**src/rtl/spike_network_if.sv**
```systemverilog
// Spike network bus: the neuron-array side drives the request, the scan
// range and the spike lanes. The arbiter drives back the broadcast spike
// word, the completion pulse, the counters and the debug view of its FSM.
//
// Handshake: en_network is a level request. The arbiter answers each
// accepted request with one networkDone pulse. It then waits for
// en_network to go low before it will accept the next request.
interface spike_network_if #(
   parameter int NUM_NEURON      = 512,
   parameter int NEURON_ID_WIDTH = 9,
   parameter int TEN_DATA_WIDTH  = 2,
   parameter int CNT_WIDTH       = 16
);
   logic                                     en_network;
   logic [NEURON_ID_WIDTH-1:0]               active_neuron;
   logic [TEN_DATA_WIDTH*NUM_NEURON-1:0]     spike_vec;
   logic [TEN_DATA_WIDTH+NEURON_ID_WIDTH-1:0] spike_in;
   logic                                     networkDone;
   logic [CNT_WIDTH-1:0]                     spike_count;
   logic                                     err_illegal;
   logic [1:0]                               dbg_state;
   logic [NEURON_ID_WIDTH-1:0]               dbg_rr_ptr;

   modport master (
      output en_network, active_neuron, spike_vec,
      input  spike_in, networkDone, spike_count, err_illegal, dbg_state, dbg_rr_ptr
   );

   modport slave (
      input  en_network, active_neuron, spike_vec,
      output spike_in, networkDone, spike_count, err_illegal, dbg_state, dbg_rr_ptr
   );
endinterface

```
**src/rtl/spike_network.sv**
```systemverilog
// Round-robin spike arbiter. Each network phase scans the active lanes,
// starting at the round-robin pointer and checking one lane per cycle.
// It issues the first positive or negative spike it finds as {ten, id}.
// If no lane holds a spike, it issues a zero word.
module spike_network #(
   parameter int NUM_NEURON      = 512,
   parameter int NEURON_ID_WIDTH = 9,
   parameter int TEN_DATA_WIDTH  = 2,
   parameter int CNT_WIDTH       = 16
) (
   input  logic            clk,
   input  logic            reset,
   spike_network_if.slave  bus
);
   typedef enum logic [1:0] {
      S_IDLE    = 2'd0,
      S_SCAN    = 2'd1,
      S_DONE    = 2'd2,
      S_RELEASE = 2'd3
   } state_t;

   // Lane counts are one bit wider than an id, so that N itself is representable.
   localparam int NW = NEURON_ID_WIDTH + 1;
   localparam logic [NW-1:0] LP_NUM = (NUM_NEURON >= (1 << NW)) ? {NW{1'b1}} : NW'(NUM_NEURON);
   localparam int SW = TEN_DATA_WIDTH + NEURON_ID_WIDTH;

   state_t                     r_state,       w_state_nxt;
   logic [NEURON_ID_WIDTH-1:0] r_idx,         w_idx_nxt;
   logic [NW-1:0]              r_cnt,         w_cnt_nxt;
   logic [NW-1:0]              r_n,           w_n_nxt;
   logic [NEURON_ID_WIDTH-1:0] r_rr_ptr,      w_rr_ptr_nxt;
   logic [SW-1:0]              r_spike_in,    w_spike_in_nxt;
   logic [CNT_WIDTH-1:0]       r_spike_count, w_spike_count_nxt;
   logic                       r_err,         w_err_nxt;

   logic [NW-1:0]              w_active_ext;
   logic [NW-1:0]              w_n_sel;
   logic [NEURON_ID_WIDTH-1:0] w_start_idx;
   logic [TEN_DATA_WIDTH-1:0]  w_lane;
   logic [NW-1:0]              w_n_last;
   logic                       w_last_lane;
   logic [NEURON_ID_WIDTH-1:0] w_idx_inc;

   // Scan geometry: the effective lane count, the clamped start point, the
   // current lane code and the wrapped successor index.
   always_comb begin
      w_active_ext = {1'b0, bus.active_neuron};
      w_n_sel      = (w_active_ext < LP_NUM) ? w_active_ext : LP_NUM;
      w_start_idx  = ({1'b0, r_rr_ptr} < w_n_sel) ? r_rr_ptr : '0;
      w_lane       = bus.spike_vec[int'(r_idx)*TEN_DATA_WIDTH +: TEN_DATA_WIDTH];
      w_n_last     = r_n - 1'b1;
      w_last_lane  = (r_cnt == w_n_last);
      w_idx_inc    = ({1'b0, r_idx} == w_n_last) ? '0 : r_idx + 1'b1;
   end

   // Next-state and datapath decisions. Abort has priority over lane processing.
   always_comb begin
      w_state_nxt       = r_state;
      w_idx_nxt         = r_idx;
      w_cnt_nxt         = r_cnt;
      w_n_nxt           = r_n;
      w_rr_ptr_nxt      = r_rr_ptr;
      w_spike_in_nxt    = r_spike_in;
      w_spike_count_nxt = r_spike_count;
      w_err_nxt         = r_err;
      case (r_state)
         S_IDLE: begin
            if (bus.en_network) begin
               w_state_nxt = S_SCAN;
               w_idx_nxt   = w_start_idx;
               w_cnt_nxt   = '0;
               w_n_nxt     = w_n_sel;
            end
         end
         S_SCAN: begin
            if (!bus.en_network) begin
               w_state_nxt = S_IDLE;
            end else if (r_n == '0) begin
               w_spike_in_nxt = '0;
               w_state_nxt    = S_DONE;
            end else if ((w_lane == 2'd1) || (w_lane == 2'd2)) begin
               w_spike_in_nxt = {w_lane, r_idx};
               w_rr_ptr_nxt   = w_idx_inc;
               if (r_spike_count != {CNT_WIDTH{1'b1}}) begin
                  w_spike_count_nxt = r_spike_count + 1'b1;
               end
               w_state_nxt = S_DONE;
            end else begin
               if (w_lane == 2'd3) begin
                  w_err_nxt = 1'b1;
               end
               if (w_last_lane) begin
                  w_spike_in_nxt = '0;
                  w_state_nxt    = S_DONE;
               end else begin
                  w_idx_nxt = w_idx_inc;
                  w_cnt_nxt = r_cnt + 1'b1;
               end
            end
         end
         S_DONE: begin
            w_state_nxt = S_RELEASE;
         end
         S_RELEASE: begin
            if (!bus.en_network) begin
               w_state_nxt = S_IDLE;
            end
         end
         default: begin
            w_state_nxt = S_IDLE;
         end
      endcase
   end

   // State and datapath registers. Reset clears everything immediately.
   always_ff @(posedge clk or posedge reset) begin
      if (reset) begin
         r_state       <= S_IDLE;
         r_idx         <= '0;
         r_cnt         <= '0;
         r_n           <= '0;
         r_rr_ptr      <= '0;
         r_spike_in    <= '0;
         r_spike_count <= '0;
         r_err         <= 1'b0;
      end else begin
         r_state       <= w_state_nxt;
         r_idx         <= w_idx_nxt;
         r_cnt         <= w_cnt_nxt;
         r_n           <= w_n_nxt;
         r_rr_ptr      <= w_rr_ptr_nxt;
         r_spike_in    <= w_spike_in_nxt;
         r_spike_count <= w_spike_count_nxt;
         r_err         <= w_err_nxt;
      end
   end

   assign bus.spike_in    = r_spike_in;
   assign bus.networkDone = (r_state == S_DONE);
   assign bus.spike_count = r_spike_count;
   assign bus.err_illegal = r_err;
   assign bus.dbg_state   = r_state;
   assign bus.dbg_rr_ptr  = r_rr_ptr;
endmodule
```
**src/flat_wrapper.sv**
```systemverilog
// flat-port wrapper written by rule: the top's interface ports become plain ports
module spike_network_flat 
#(
   parameter int NUM_NEURON      = 512,
   parameter int NEURON_ID_WIDTH = 9,
   parameter int TEN_DATA_WIDTH  = 2,
   parameter int CNT_WIDTH       = 16
)
  (clk, reset, bus_en_network, bus_active_neuron, bus_spike_vec, bus_spike_in, bus_networkDone, bus_spike_count, bus_err_illegal, bus_dbg_state, bus_dbg_rr_ptr);
  spike_network_if #(.NUM_NEURON(NUM_NEURON), .NEURON_ID_WIDTH(NEURON_ID_WIDTH), .TEN_DATA_WIDTH(TEN_DATA_WIDTH), .CNT_WIDTH(CNT_WIDTH)) bus_i ();
  input  logic clk;
  input  logic reset;
  input wire logic [$bits(bus_i.en_network)-1:0] bus_en_network;
  input wire logic [$bits(bus_i.active_neuron)-1:0] bus_active_neuron;
  input wire logic [$bits(bus_i.spike_vec)-1:0] bus_spike_vec;
  output wire logic [$bits(bus_i.spike_in)-1:0] bus_spike_in;
  output wire logic [$bits(bus_i.networkDone)-1:0] bus_networkDone;
  output wire logic [$bits(bus_i.spike_count)-1:0] bus_spike_count;
  output wire logic [$bits(bus_i.err_illegal)-1:0] bus_err_illegal;
  output wire logic [$bits(bus_i.dbg_state)-1:0] bus_dbg_state;
  output wire logic [$bits(bus_i.dbg_rr_ptr)-1:0] bus_dbg_rr_ptr;
  assign bus_i.en_network = bus_en_network;
  assign bus_i.active_neuron = bus_active_neuron;
  assign bus_i.spike_vec = bus_spike_vec;
  assign bus_spike_in = bus_i.spike_in;
  assign bus_networkDone = bus_i.networkDone;
  assign bus_spike_count = bus_i.spike_count;
  assign bus_err_illegal = bus_i.err_illegal;
  assign bus_dbg_state = bus_i.dbg_state;
  assign bus_dbg_rr_ptr = bus_i.dbg_rr_ptr;
  spike_network #(.NUM_NEURON(NUM_NEURON), .NEURON_ID_WIDTH(NEURON_ID_WIDTH), .TEN_DATA_WIDTH(TEN_DATA_WIDTH), .CNT_WIDTH(CNT_WIDTH)) u_core (.clk(clk), .reset(reset), .bus(bus_i));
endmodule
```
**config.mk**
```make
export PLATFORM = sky130hd
export DESIGN_NAME = spike_network_flat
export DESIGN_NICKNAME = d
export VERILOG_FILES = /design/src/rtl/spike_network_if.sv /design/src/rtl/spike_network.sv /design/src/flat_wrapper.sv
export SDC_FILE = /design/constraint.sdc
export NUM_CORES = 1
export LEC_CHECK = 0
export CORE_AREA = 8 8 411 413
export DETAILED_ROUTE_END_ITERATION = 8
export DIE_AREA = 0 0 419 421
export PLACE_DENSITY = 0.3
export SKIP_LAST_GASP = 1
export SLEW_MARGIN = 5
export SYNTH_ARGS = -nofsm -noshare
export SYNTH_HDL_FRONTEND = slang
export SYNTH_SLANG_ARGS = --single-unit
```
**constraint.sdc**
```tcl
create_clock -name clk -period 12.1 [get_ports clk]
set_input_delay 2.42 -clock clk [delete_from_list [all_inputs] [get_ports clk]]
set_output_delay 2.42 -clock clk [all_outputs]
set_load 0.01 [all_outputs]
```
==> results.toml, run 1 <==
[global_route]
grt_max_degree = 106
first_global_vias = 16700
global_route.overflow_total = 0
number_of_antenna_violations_at_the_first_check_in_global_routing = 42
grt_pass1_wl_um = 177000
grt_use_total_pct = 15.0

[clock_tree]
post_cts_hold_buffer_count = 0
cts.path.max_buffers = 2
cts_post_setup_buffers_inserted = 0
number_of_gates_given_a_new_drive_strength_after_cts = 0
later_pin_clock_latency_in_the_skew_report_ns = 0.34
numCtsBuffers = 9
cts_tree = "yes"
htreeDepth = 3
clk_transition_reported_paths_ns = 0.06
clkSinkCount = 67
clk_root_buffer_cell = "clkbuf_16"

[timing]
tightest_slew_ns = 1.08
setup-violations-final = 0
finalSetupTns_ns = 0
fmax_mhz = 137
period_utilization_pct = 60.3
grt_setup_unrepaired = "no"
hold_viol = 0
worst_slew_margin_rel_pct = 28.0
timing.clock.skew_ns = 0.00959
report.final.slew_viol_count = 0
final_period_minus_worst_setup_slack_ns = 7.29
worst_hold_slack_ns = 0.478

[synthesis]
register_area_share_after_synthesis_pct = 13.8
mappedNetlistArea_um2 = 12100
edff_count_synth = 0
syn_area_per_cell_um2 = 11.1
synth_warnings = 0
postSynthCellCount = 1092
total_nets_after_synthesis = 2143
synth_cell_types = 67
main_flop_type_after_synthesis = "dfrtp_1"
synth-seq-cells = 67
ys_async_sr_fraction_pct = 100

[die]
core.rowCount = 148
die_width_um = 419
dieArea_um2 = 176000
core-area_um2 = 162000
initial_core_util_pct = 7.48
pin_count = 1076
fp.dieH_um = 421

[setup_path]
critical_path.reg2reg.startpoint = "u_core.r_idx[0]"
arrival_ns = 7.56
crit_path_cell_trace = "clkdlybuf4s50_1, mux4_2, o22ai_1, a211oi_1, o21ai_0, nand3_1, o221ai_1, o21ai_0, ha_1, nand2b_1, a21oi_1, o21ai_2, buf_4, or4_1, a21oi_1"
crit_start = "bus_spike_vec[846]"
crit_path_end = "u_core.r_cnt[8]"
max_stage_delay_ns = 0.80
worst_path_bufs_invs = 2
worst_setup_path_start_kind = "primary input"
timing.reg2reg.setup_slack_ns = 5.61
criticalPathCategory = "primary input to flop"
cp-end-kind = "flop"
cp.depth = 15
cp_top_family = "compound AO/OA/AOI/OAI gates"
r2r_cells = 16
regToRegEndpoint = "u_core.r_cnt[8]"
timing.critical_path.slowest_stage_cell = "o22ai_1"
worst_ep_required_time_ns = 12.37
worstPathMaxFanout = 16

[layout]
final_cell_mix = "clkdlybuf4s50_1 (1075), mux4_2 (240), nand2_1 (66)"
most_common_cell_after_layout_fill_and_taps_aside = "clkdlybuf4s50_1"
area_growth_pct = 112
fill_cell_instance_count_of_the_final_layout = 18200
drive_gt1_share_pct = 17.0
fin_nets = 3143

[route]
drt-initial-drc-count = 778
dr_vias_cell = 3.44
drt-wirelength-per-cell_um = 32.2
ant_nets = 0
detailroute.via_count = 14700
detail_route.wirelength_um = 138000
drt_drc_violations_left = 0
drt_first_pass_iters = 5

[place]
place_hpwl_um = 121000
port_buffers = 1075
routabilityCongestion = 0.803

[pwr]
ir_worst_vdd_mv = 0.124
power_leakage_nw = 8.42
power_density_over_the_cells_nw_per_um2 = 171

[run_status]
outcome = "finished, final reports clean"

[run]
timing.max_cap.violations = 0

[worst_hold_path]
hp-class = "flop to flop"
[where the power goes]
group	internal (W)	leakage (nW)	switching, W
combinational	0.00163	7.41	0.00204
sequential	0.000286	0.877	0.000185
clock	0.000139	0.128	0.000109
total	0.00206	8.42	0.00234
[cell usage after synthesis (all sizes together) (15+ instances only)]
cell type,number,area (um^2)
or3,15,93.8
nor3,19,95.1
a21oi,25,125
mux4,240,5410
nor2,52,198
nand3,31,155
ha,15,188
xnor2,35,307
clkbuf,57,214
mux2,44,499
mux2i,43,430
o21ai,31,155
inv,25,93.8
a211oi,18,135
o211ai,20,150
nand2,67,251
nand4,21,131
dfrtp,67,1680
o22ai,57,357
buf,60,285
[cells by family (layout without fill, tap and decap cells)]
family	count (synthesis)	after routing	share of synthesized area (%)
multiplexers	327	327	52.2
AND/OR/NAND/NOR	275	275	11.9
AO/OA/AOI/OAI	220	220	12.1
buffers and inverters	143	1148	4.92
flip-flops	67	67	13.8
XOR/XNOR	45	45	3.48
adder cells (fa/ha/maj)	15	15	1.55
other	0	7	0
[layer usage]
| layer | vias up | routed length (um) | track usage [%] |
|---|---|---|---|
| li1 | 6570 | - | - |
| met1 | 7544 | 53500 | 17.2 |
| met2 | 509 | 78100 | 29.9 |
| met3 | 66 | 5460 | 2.30 |
| met4 | 16 | 784 | 0.902 |
| met5 | - | 99 | 0 |
[flip-flops by register name, summed over array words and instances (netlist names), named ones only]
| register | flops |
|---|---|
| u_core.bus.dbg_state | 1 |
| u_core.r_idx | 9 |
| u_core.bus.spike_in | 11 |
| u_core.r_n | 9 |
| u_core.bus.dbg_rr_ptr | 9 |
| u_core.bus.spike_count | 16 |
| u_core.r_cnt | 10 |
| u_core.bus.err_illegal | 1 |
[through the flow]
| stage | power (W) | worst slack, ns | std cells | instance area (um^2) | utilization [%] |
|---|---|---|---|---|---|
| global route | 0.00474 | 4.56 | 4273 | 25700 | 15.9 |
| CTS | 0.00463 | 4.58 | 4272 | 25700 | 15.9 |
| detailed placement | 0.00436 | 4.24 | 4256 | 25500 | 15.7 |
| floorplan | 0.00248 | 6.69 | 1092 | 12100 | - |
| global placement | 0.00438 | 4.22 | 4256 | 25500 | 15.7 |
| finish | 0.00439 | 4.81 | 4279 | 25700 | 15.9 |
[worst min path at each step]
stage | start | to | depth (start not counted)
3_3_place_gp | u_core.bus.spike_in[0] | u_core.bus.spike_in[0] | 1
4_1_cts | u_core.bus.spike_in[8] | u_core.bus.spike_in[8] | 1
5_1_grt | u_core.bus.spike_in[0] | u_core.bus.spike_in[0] | 1
3_5_place_dp | u_core.bus.spike_in[3] | u_core.bus.spike_in[3] | 1
6_report | u_core.bus.spike_in[8] | u_core.bus.spike_in[8] | 1
2_1_floorplan | u_core.bus.err_illegal | u_core.bus.err_illegal | 1
[final cells by class]
cell class                 instances  area (um^2)  share of cell area, %
antenna                            7         17.5                 0.0680
clock buffer                      10          229                  0.889
clock inverter                     6         42.5                  0.165
inverter                          26         97.6                  0.379
multi-input combinational        882         9890                   38.4
sequential                        67         1690                   6.57
tap                             2175         2720                   10.6
timing repair buffer            1106        11100                   42.9
Note: power is estimated with default switching activity, not from simulation.
==> run 2, diff against run 1 <==
CORE_AREA = 8 8 418 420   (was 8 8 411 413)
DIE_AREA = 0 0 426 428   (was 0 0 419 421)
clock period = 6.5 ns   (was 12.1 ns; I/O delays follow)
==> run 2 against run 1 <==
  * Clock skew hardly changed
  * Die area increased by 3.4%
  * Sequential power increased by 94%
  * Utilization decreased by 0.29 points
  * Highest routed layer unchanged
  * Design area grew 1.9%
  * Sequential share of layout area decreased by 0.12 points
  * Worst setup slack worse by 4.2 ns
  * Final cell count grew 2.2%
  * Critical endpoint is now u_core.r_cnt[6]
  * Clock power rose by 100%
  * Power grew 93%
  * Combinational power is 93% higher
==> results.toml, run 2 (synthesis gave the netlist of run 1 again) <==
[run_status]
outcome = "finished, final reports clean"

[clock_tree]
clk_root_buffer_cell = "clkbuf_16"
numCtsBuffers = 9
cts_post_setup_buffers_inserted = 0
cts_tree = "yes"
clkSinkCount = 67
post_cts_hold_buffer_count = 0
later_pin_clock_latency_in_the_skew_report_ns = 0.34
cts.path.max_buffers = 2
htreeDepth = 3
clk_transition_reported_paths_ns = 0.06
number_of_gates_given_a_new_drive_strength_after_cts = 0

[pwr]
power_density_over_the_cells_nw_per_um2 = 324
ir_worst_vdd_mv = 0.186
power_leakage_nw = 8.67

[run]
timing.max_cap.violations = 0

[die]
core.rowCount = 151
pin_count = 1076
fp.dieH_um = 428
die_width_um = 426
dieArea_um2 = 182000
initial_core_util_pct = 7.21
core-area_um2 = 168000

[setup_path]
r2r_cells = 16
worst_ep_required_time_ns = 6.76
worst_setup_path_start_kind = "primary input"
crit_path_end = "u_core.r_cnt[6]"
timing.reg2reg.setup_slack_ns = 0.60
worstPathMaxFanout = 15
regToRegEndpoint = "u_core.r_cnt[6]"
critical_path.reg2reg.startpoint = "u_core.r_idx[1]"
cp-end-kind = "flop"
crit_start = "bus_spike_vec[633]"
criticalPathCategory = "primary input to flop"
arrival_ns = 6.17

[place]
place_hpwl_um = 124000
routabilityCongestion = 0.824
port_buffers = 1075
dpl_cell_area_um2 = 25900

[layout]
max_reg_flops = 16
fin_nets = 3186
drive_gt1_share_pct = 18.6
most_common_cell_after_layout_fill_and_taps_aside = "clkdlybuf4s50_1"
fill_cell_instance_count_of_the_final_layout = 18900
post-route-cell-area_um2 = 26200
area_growth_pct = 116
fin_util_pct = 15.6
final_cell_mix = "clkdlybuf4s50_1 (1075), mux4_2 (240), nand2_1 (66)"

[timing]
fmax_mhz = 169
final_period_minus_worst_setup_slack_ns = 5.92
worst_slew_margin_rel_pct = 26.4
hold_viol = 0
tightest_slew_ns = 1.10
report.final.slew_viol_count = 0
grt_setup_unrepaired = "no"
setup-violations-final = 0
timing.clock.skew_ns = 0.0101
period_utilization_pct = 91.0

[global_route]
grt_max_degree = 84
grt_pass1_wl_um = 178000
first_global_vias = 16900
grt_use_total_pct = 14.6
global_route.overflow_total = 0
number_of_antenna_violations_at_the_first_check_in_global_routing = 39

[route]
ant_nets = 0
detailroute.via_count = 14900
drt-wirelength-per-cell_um = 31.8
drt-initial-drc-count = 742
detail_route.wirelength_um = 139000
dr_vias_cell = 3.42
drt_drc_violations_left = 0
drt_first_pass_iters = 5

[worst_hold_path]
min_from = "u_core.bus.spike_in[7]"
hp-class = "flop to flop"
-- run 2: metrics by stage --
stage	power, W	cells	hold WS [ns]	worst slack [ns]	TNS [ns]
6_report	0.00850	4371	0.476	0.584	0
5_1_grt	0.00913	4358	0.487	0.0816	0
3_3_place_gp	0.00839	4342	0.466	-0.0314	-0.0838
2_1_floorplan	0.00461	1092	0.513	2.21	0
3_5_place_dp	0.00836	4342	0.468	-0.0719	-0.194
4_1_cts	0.00890	4358	0.481	0.176	0
-- run 2: worst min-delay path by stage --
stage                             end  cells after the start
2_1_floorplan  u_core.bus.err_illegal                      1
3_3_place_gp   u_core.bus.spike_in[0]                      1
3_5_place_dp   u_core.bus.spike_in[7]                      1
4_1_cts        u_core.bus.spike_in[7]                      1
5_1_grt        u_core.bus.spike_in[7]                      1
6_report       u_core.bus.spike_in[7]                      1
-- run 2: power by group --
part           internal [W]  leakage (nW)  switching [W]  total [W]
registers          0.000533         0.877       0.000380   0.000913
clock network      0.000308         0.141       0.000194   0.000502
logic               0.00327          7.65        0.00381    0.00708
-- run 2: critical path: stages --
cell	delay [ns]
clkdlybuf4s50_1	0.46
mux4_2	0.47
mux2i_1	0.45
buf_4	0.21
nand2_1	0.05
o211ai_1	0.27
nand4_1	0.26
mux2i_1	0.72
mux2_2	0.32
ha_1	0.22
nand2b_1	0.11
a21oi_1	0.20
o21ai_1	0.34
or4_1	0.60
a21oi_1	0.16
-- run 2: cell type report --
class / instances / area, um^2 / area share (%)
flip-flops and latches: 67 / 1690 / 6.45
inverters: 26 / 97.6 / 0.372
diodes: 13 / 32.5 / 0.124
well taps: 2218 / 2780 / 10.6
clock buffers: 14 / 254 / 0.968
clock inverters: 2 / 35.0 / 0.134
multi-input cells: 882 / 9900 / 37.7
repair buffers: 1149 / 11500 / 43.7
-- run 2: metal layers --
layer	part of all wire [%]	track usage (%)	wire, um
met1	38	16.6	53200
met2	57	29.3	79100
met3	4.3	2.36	5940
met4	0.33	0.611	460
met5	0.056	0	78
==> run 3, diff against run 2 <==
==> constraint.sdc (replaced) <==
create_clock -name clk -period 6.5 [get_ports clk]
set_input_delay 0.975 -clock clk [delete_from_list [all_inputs] [get_ports clk]]
set_output_delay 0.975 -clock clk [all_outputs]
set_load 0.01 [all_outputs]
==> run 3 against run 2 <==
  * Register-to-register slack better by 0.26 ns
  * Power down 1.7%
  * Die area is the same
  * Via count decreased by 1.3%
  * Sequential cell count is the same
  * Worst setup slack better by 0.28 ns
  * Non-clock buffer count fell by 7
  * Worst hold slack improved by 0.0041 ns
  * Maximum frequency up 5.0%
  * Combinational power is essentially flat
  * Critical endpoint is now u_core.bus.spike_count[14]
==> results.toml, run 3 (synthesis gave the netlist of run 1 again) <==
[layout]
fin_util_pct = 15.5
drive_gt1_share_pct = 18.4
max_reg_flops = 16
final_cell_mix = "clkdlybuf4s50_1 (1075), mux4_2 (240), nand2_1 (66)"
layout.cells.non_filler = 4357
fill_cell_instance_count_of_the_final_layout = 18900
area_growth_pct = 116
most_common_cell_after_layout_fill_and_taps_aside = "clkdlybuf4s50_1"
fin_nets = 3179

[die]
fp.dieH_um = 428
core-area_um2 = 168000
dieArea_um2 = 182000
die_width_um = 426
core.rowCount = 151
initial_core_util_pct = 7.21
pin_count = 1076

[timing]
fmax_mhz = 177
finalSetupTns_ns = 0
worst_hold_slack_ns = 0.480
hold_viol = 0
final_period_minus_worst_setup_slack_ns = 5.64
timing.clock.skew_ns = 0.00988
worst_slew_margin_rel_pct = 24.9
period_utilization_pct = 86.7
grt_setup_unrepaired = "no"
tightest_slew_ns = 1.12
report.final.slew_viol_count = 0
setup-violations-final = 0

[pwr]
pwr-share-seq_pct = 10.0
design_power_total_w = 0.00836
pwr-share-clk_pct = 5.7
combPwrFrac_pct = 84.3
power_leakage_nw = 8.62
power_density_over_the_cells_nw_per_um2 = 320
cellInternalPower_w = 0.00401
power_switching_share_pct = 52.0
p_switching_w = 0.00434
ir_worst_vdd_mv = 0.186

[setup_path]
timing.reg2reg.setup_slack_ns = 0.86
crit_path_cell_trace = "nand3b_1, o22ai_1, buf_4, a21oi_1, a31oi_1, nand3_1, o221ai_1, o21ai_0, ha_1, a311oi_1, o31a_1, nand3_1, nor2_1, nand4_1, xnor2_1"
crit_start = "u_core.r_idx[4]"
cp-end-kind = "flop"
worstPathMaxFanout = 20
max_stage_delay_ns = 0.94
crit_path_end = "u_core.bus.spike_count[14]"
worst_ep_required_time_ns = 6.72
critical_path.most_common_cell = "nand3_1"
critical_path.reg2reg.startpoint = "u_core.r_idx[4]"
regToRegEndpoint = "u_core.bus.spike_count[14]"
worst_setup_path_start_kind = "flop"
r2r_cells = 15
timing.critical_path.slowest_stage_cell = "nand3b_1"
criticalPathCategory = "flop to flop"
arrival_ns = 5.86

[place]
dpl.cell_count = 4335
port_buffers = 1075
routabilityCongestion = 0.833
place_hpwl_um = 125000

[global_route]
first_global_vias = 16700
global_route.overflow_total = 0
number_of_antenna_violations_at_the_first_check_in_global_routing = 42
grt_use_total_pct = 14.6
grt_pass1_wl_um = 178000
grt_max_degree = 62

[clock_tree]
htreeDepth = 3
post_cts_hold_buffer_count = 0
clk_root_buffer_cell = "clkbuf_16"
cts.path.max_buffers = 2
cts_post_setup_buffers_inserted = 0
clkSinkCount = 67
clk_transition_reported_paths_ns = 0.06
cts_tree = "yes"
number_of_gates_given_a_new_drive_strength_after_cts = 0
later_pin_clock_latency_in_the_skew_report_ns = 0.34
numCtsBuffers = 9

[run]
timing.max_cap.violations = 0

[route]
ant_nets = 0
drt-wirelength-per-cell_um = 31.8
dr_vias_cell = 3.38
drt_drc_violations_left = 0
drt-initial-drc-count = 758
detailroute.via_count = 14700
drt_first_pass_iters = 5
detail_route.wirelength_um = 139000

[run_status]
outcome = "finished, final reports clean"

[worst_hold_path]
hp-class = "flop to flop"
min_from = "u_core.bus.spike_in[4]"
-- run 3: changes by cell type in the layout (fill, tap and decap cells not counted) --
| cell | before | now |
|---|---|---|
| buf_12 | 11 | 9 |
| bufinv_16 | 1 | 0 |
| buf_4 | 63 | 58 |
| clkbuf_8 | 1 | 2 |
| clkbuf_1 | 4 | 3 |
| clkinv_2 | 1 | 2 |
| diode_2 | 13 | 6 |
-- run 3: power groups by stage --
stage	logic, W	registers [W]	clock network [W]
6_report	0.00705	0.000838	0.000472
5_1_grt	0.00765	0.000873	0.000502
4_1_cts	0.00745	0.000857	0.000489
3_5_place_dp	0.00743	0.000862	0
3_3_place_gp	0.00746	0.000865	0
2_1_floorplan	0.00397	0.000643	0
-- run 3: cell type report --
| cell class | instances | area (um^2) | area share [%] |
|---|---|---|---|
| multi-input combinational | 882 | 9900 | 37.9 |
| sequential | 67 | 1690 | 6.48 |
| timing repair buffer | 1142 | 11400 | 43.5 |
| clock buffer | 14 | 264 | 1.01 |
| inverter | 26 | 97.6 | 0.374 |
| tap | 2218 | 2780 | 10.6 |
| clock inverter | 2 | 10.0 | 0.0383 |
| antenna | 6 | 15.0 | 0.0575 |
-- run 3: worst min path at each step --
stage	to	slack, ns	cells past startpoint
after global routing	u_core.bus.spike_in[8]	0.50	1
after floorplan	u_core.bus.err_illegal	0.51	1
after CTS	u_core.bus.spike_in[8]	0.48	1
final	u_core.bus.spike_in[4]	0.48	1
after detailed placement	u_core.bus.spike_in[8]	0.47	1
after global placement	u_core.bus.spike_in[7]	0.47	1
-- run 3: metrics by stage --
stage | setup slack (ns) | area, um^2
3_3_place_gp | 0.484 | 25800
5_1_grt | 0.328 | 26100
6_report | 0.864 | 26100
3_5_place_dp | 0.496 | 25800
4_1_cts | 0.520 | 26100
2_1_floorplan | 2.29 | 12100
-- run 3: routing by layer --
| layer | share of wire [%] | global-route usage [%] | up-vias |
|---|---|---|---|
| met4 | 0.51 | 0.716 | 20 |
| met3 | 4.0 | 2.44 | 70 |
| met5 | 0.089 | 0 | - |
| met2 | 57 | 29.5 | 455 |
| met1 | 38 | 16.4 | 7563 |
| li1 | - | - | 6638 |
-- run 3: critical path, delay by kind of cell, from the launching register on --
family	cells	cell delay (ns)
buffers and inverters	1	0.24
AOI/OAI and AO/OA	7	2.36
adders and majority gates	1	0.43
xor gates and xnor gates	1	0.14
and+or+nand+nor	5	1.66
DFF	1	0.64
